[config.mk]
export PLATFORM = sky130hd
export DESIGN_NAME = npu_input_fifo
export DESIGN_NICKNAME = d
export VERILOG_FILES = /design/src/rtl/npu_input_fifo.sv
export SDC_FILE = /design/constraint.sdc
export NUM_CORES = 1
export LEC_CHECK = 0
export CORE_UTILIZATION = 50
export DETAILED_ROUTE_END_ITERATION = 10
export PLACE_DENSITY_LB_ADDON = 0.15
export SLEW_MARGIN = 20
export SYNTH_ARGS = -nofsm -noshare
export SYNTH_HDL_FRONTEND = slang
export SYNTH_SLANG_ARGS = --single-unit
[constraint.sdc]
create_clock -name CLKEXT -period 2.7 [get_ports CLKEXT]
set_input_delay 0.54 -clock CLKEXT [delete_from_list [all_inputs] [get_ports CLKEXT]]
set_output_delay 0.54 -clock CLKEXT [all_outputs]
set_load 0.005 [all_outputs]
[src/rtl/npu_input_fifo.sv]
// npu_input_fifo: DEPTH-deep vector FIFO with registered output; INPUT_FIFO_SKEW_EN adds per-lane diagonal skew
module npu_input_fifo #(
    parameter int DATA_W = 8,
    parameter int LANES = 8,
    parameter int DEPTH = 4,
    localparam int AW = $clog2(DEPTH),
    localparam int CW = $clog2(DEPTH + 1),
    localparam int VW = LANES * DATA_W
) (
    input  logic          CLKEXT,
    input  logic          RST,
    input  logic          CLR_BUF_IN,
    input  logic          EN_BUF_IN,
    input  logic [VW-1:0] IN_VEC,
    input  logic          RD_BUF_IN,
    output logic          FULL,
    output logic          EMPTY,
    output logic [CW-1:0] COUNT,
    output logic [VW-1:0] OUT_VEC,
    output logic [LANES-1:0] OUT_VALID
);
    logic [VW-1:0] mem [DEPTH];
    logic [AW-1:0] wr_ptr, rd_ptr;
    logic [CW-1:0] count, count_n;
    logic full_q, empty_q, v_q, pop, push;
    logic [VW-1:0] out_q;
    assign pop = RD_BUF_IN & ~empty_q;
    assign push = EN_BUF_IN & (~full_q | pop);
    assign count_n = count + CW'(push) - CW'(pop);
    assign FULL = full_q;
    assign EMPTY = empty_q;
    assign COUNT = count;
    always_ff @(posedge CLKEXT)
        if (push && !CLR_BUF_IN) mem[wr_ptr] <= IN_VEC;
    always_ff @(posedge CLKEXT or posedge RST)
        if (RST) begin
            wr_ptr <= '0;
            rd_ptr <= '0;
            count <= '0;
            full_q <= 1'b0;
            empty_q <= 1'b1;
            out_q <= '0;
            v_q <= 1'b0;
        end else if (CLR_BUF_IN) begin
            wr_ptr <= '0;
            rd_ptr <= '0;
            count <= '0;
            full_q <= 1'b0;
            empty_q <= 1'b1;
            out_q <= '0;
            v_q <= 1'b0;
        end else begin
            if (push) wr_ptr <= wr_ptr + AW'(1);
            if (pop) begin
                rd_ptr <= rd_ptr + AW'(1);
                out_q <= mem[rd_ptr];
            end
            v_q <= pop;
            count <= count_n;
            full_q <= count_n == CW'(DEPTH);
            empty_q <= count_n == '0;
        end
`ifdef INPUT_FIFO_SKEW_EN
    assign OUT_VEC[DATA_W-1:0] = out_q[DATA_W-1:0];
    assign OUT_VALID[0] = v_q;
    // lane k runs through a k-stage delay line so lanes leave on a diagonal
    for (genvar k = 1; k < LANES; k++) begin : g_skew
        localparam int K = k;
        localparam int W = k * DATA_W;
        logic [W-1:0] d;
        logic [K-1:0] v;
        always_ff @(posedge CLKEXT or posedge RST)
            if (RST) begin
                d <= '0;
                v <= '0;
            end else if (CLR_BUF_IN) begin
                d <= '0;
                v <= '0;
            end else begin
                d <= W'({d, out_q[k*DATA_W +: DATA_W]});
                v <= K'({v, v_q});
            end
        assign OUT_VEC[k*DATA_W +: DATA_W] = d[W-1 -: DATA_W];
        assign OUT_VALID[k] = v[K-1];
    end
`else
    assign OUT_VEC = out_q;
    assign OUT_VALID = {LANES{v_q}};
`endif
endmodule
==> results.txt <==
Startpoint types: primary input
Total number of vias: 6,529
Final Hold Vio Count: 0
Clock latency on the worst-skew pair: 0.50 ns
Max-slew headroom: 0.679
First-pass GRT wire length: 38.6 mm
DR iter-0 viols: 309
VDD IR max: 0.514 mV
CTS root buffer: clkbuf_16
# DRC: 0
Antenna Nets Post-Route: 0
Post-synthesis compound-gate area fraction: 0.0737
Slew @ Worst Pin: 0.481 ns
CP startpoint: RD_BUF_IN
Final worst-path cycle share: 0.951
Port-buffer cells: 145
Diode count: 0
Post-synthesis sequential area ratio: 0.777
Min Tclk post-route: 2.57 ns
Initial Util: 0.517
Crit Path Class: primary input to register
Row count: 56
Overall routing resource usage: 0.199
Synth Area in Simple Gates: 0.00886
Height of the die: 159 um
Hpwl dp: 14.1 mm
Area contributors post-synth: edfxtp_1, dfrtp_1, mux2i_1
Syn nets: 750
Largest family of logic cells by synthesized area: multiplexers
Xor/xnor share of the synthesized area: 0.00326
Clk buf depth: 3
GPL Wtd Cong: 0.800
Hold_ws: 0.470 ns
Mean post-synth cell area: 18.2 um2
Mapped cell area: 12,300 um2
Initial antenna violation count: 0
Total of max-cap violations: 0
Total routed wirelength: 24.6 mm
Chip width: 159 um
Finished Core Util: 0.651
Wire per inst: 20.8 um
Achievable Freq: 0.389 GHz
CTS sink cnt: 330
Pleak: 5.91 nW
Synth area leader: edfxtp_1
Setup Skew: 0.0157 ns
Crit path capture type: register
Die ar.: 25,200 um2
Gate Count Post-Synth: 674
Layout cell share with drive strength beyond 1: 0.0985
First-pass DRT Iterations: 4
Multiplexer area fraction after synthesis: 0.105
Largest net degree at the start of global routing: 75
DR vias/cell: 5.52
Net count reported at finish: 913
P&R area growth vs syn: 25.9%
CTS Hold Bufs: 0
CTS Buf Count: 35
RSZ-0062 raised after global routing: false
Cts repair resizes: 0
Total gr overflow: 0
# setup viols final: 0
Netlist cell types: 30
Clk slew on worst S/H paths: 0.05 ns
Setup Fix Bufs, Post-CTS: 0
Post-Synth Adder-Cell Area: 0.00774
PD cells: 851 nW/um2
Outcome: completed
Reg-to-Reg Start: EMPTY
H-tree levels: 2
Yosys top cell area share: 0.626
Ports: 146
Hold WC Path Type: primary input to asynchronous set/reset pin
Synth Warn #: 0
Yosys reg bits: 330
TritonCTS clock tree: yes
CP Data Required Time: 3.12 ns
Max FO, Critical Path: 3
CORE AREA: 23,800 um2
Slew Viols, Final: 0
Arrival @ worst endpoint: 2.99 ns
Vias in the first global route: 7,222
==> worst max-delay path, cell delays in order <==
cell and delay [ns]:
clkdlybuf4s50_1 0.49, nand2b_1 0.10, a21boi_1 0.27, inv_1 0.11, ha_1 0.29, inv_1 0.06, ha_1 0.14, inv_1 0.05
fa_1 0.41, xnor3_1 0.18, nor2_1 0.16, and3_1 0.19
==> path summary, 6_finish.rpt <==
check                                   end  slack [ns]  depth (start not counted)
worst min register to register  OUT_VEC[28]        0.47                          1
max in group asynchronous         rd_ptr[0]        1.81                          3
min in group CLKEXT             OUT_VEC[28]        0.47                          1
worst max register to register         FULL        0.21                         11
worst max-delay path                   FULL        0.13                         12
worst min-delay path            OUT_VEC[28]        0.47                          3
==> final cells by class <==
cell class                 instances  area [um2]
tap                              319         399
inverter                          10        38.8
multi-input combinational        290        2490
timing repair buffer             170        1860
clock inverter                    13         120
sequential                       330        9540
fill                            1615        8290
clock buffer                      50        1000
==> metrics by stage <==
stage / TNS [ns] / instances / total power [W] / setup slack [ns] / area, um2
finish: 0 / 1182 / 0.0132 / 0.132 / 15500
detailed placement: -0.564 / 1119 / 0.00868 / -0.276 / 14300
CTS: 0 / 1182 / 0.0133 / 0.190 / 15500
global placement: -0.0919 / 1119 / 0.00859 / -0.0883 / 14300
floorplan: 0 / 674 / 0.00758 / 0.280 / 12300
global route: 0 / 1182 / 0.0137 / 0.0361 / 15500
==> where the power goes <==
| group | switching [W] | internal, W | total [W] |
|---|---|---|---|
| Combinational | 0.00110 | 0.00123 | 0.00233 |
| Sequential | 0.000239 | 0.00599 | 0.00623 |
| Clock | 0.00182 | 0.00279 | 0.00461 |
| Total | 0.00315 | 0.0100 | 0.0132 |
==> synthesized netlist by cell type <==
cell       number
a21boi_1        1
a21o_1         63
a21oi_1         1
and3_1          5
buf_1           6
buf_2          15
buf_4           9
buf_6           6
clkbuf_1        8
dfrtp_1        73
dfstp_2         1
edfxtp_1      256
fa_1            1
ha_1            6
inv_1          10
mux2_2          1
mux2i_1       128
nand2b_1        1
nand3_1         1
nand3b_1        1
nand4bb_1       1
nor2_1         10
o2111ai_1       1
o221ai_1        1
o22ai_1        63
o31ai_1         1
or4b_1          1
xnor2_1         1
xnor3_1         1
xor2_1          1
==> sequential cells by signal, indices dropped and copies added, names as in the netlist <==
| register | flops |
|---|---|
| v_q | 1 |
| wr_ptr | 2 |
| mem | 256 |
| rd_ptr | 2 |
| FULL | 1 |
| COUNT | 3 |
| OUT_VEC | 64 |
| EMPTY | 1 |
==> per-layer routing <==
layer  GRT usage  up-vias  wire [um]
met5           0        -          0
met4      0.0574        0        451
met3      0.0418       39       1260
li1            -     2948          -
met1       0.239     3361      10200
met2       0.358      181      12600
==> cell families after synthesis <==
group / after synthesis
mux: 129
simple gates: 20
xor+xnor: 3
fa+ha+maj: 7
compound gates: 131
flops: 330
buf+inv: 54
==> cell usage in the layout (no fill, tap or decap), drive strengths merged <==
master	n
nor2	10
clkinvlp	1
or4b	1
nand3	1
o31ai	1
nand2b	1
mux2	1
o221ai	1
a21oi	1
edfxtp	256
ha	6
nand3b	1
xnor3	1
mux2i	128
bufinv	2
a21boi	1
fa	1
o2111ai	1
dfrtp	73
dfstp	1
a21o	63
and3	5
xnor2	1
clkdlybuf4s50	145
nand4bb	1
clkinv	10
o22ai	63
clkbuf	50
inv	10
buf	25
xor2	1
Note: power is estimated with default switching activity, not from simulation.
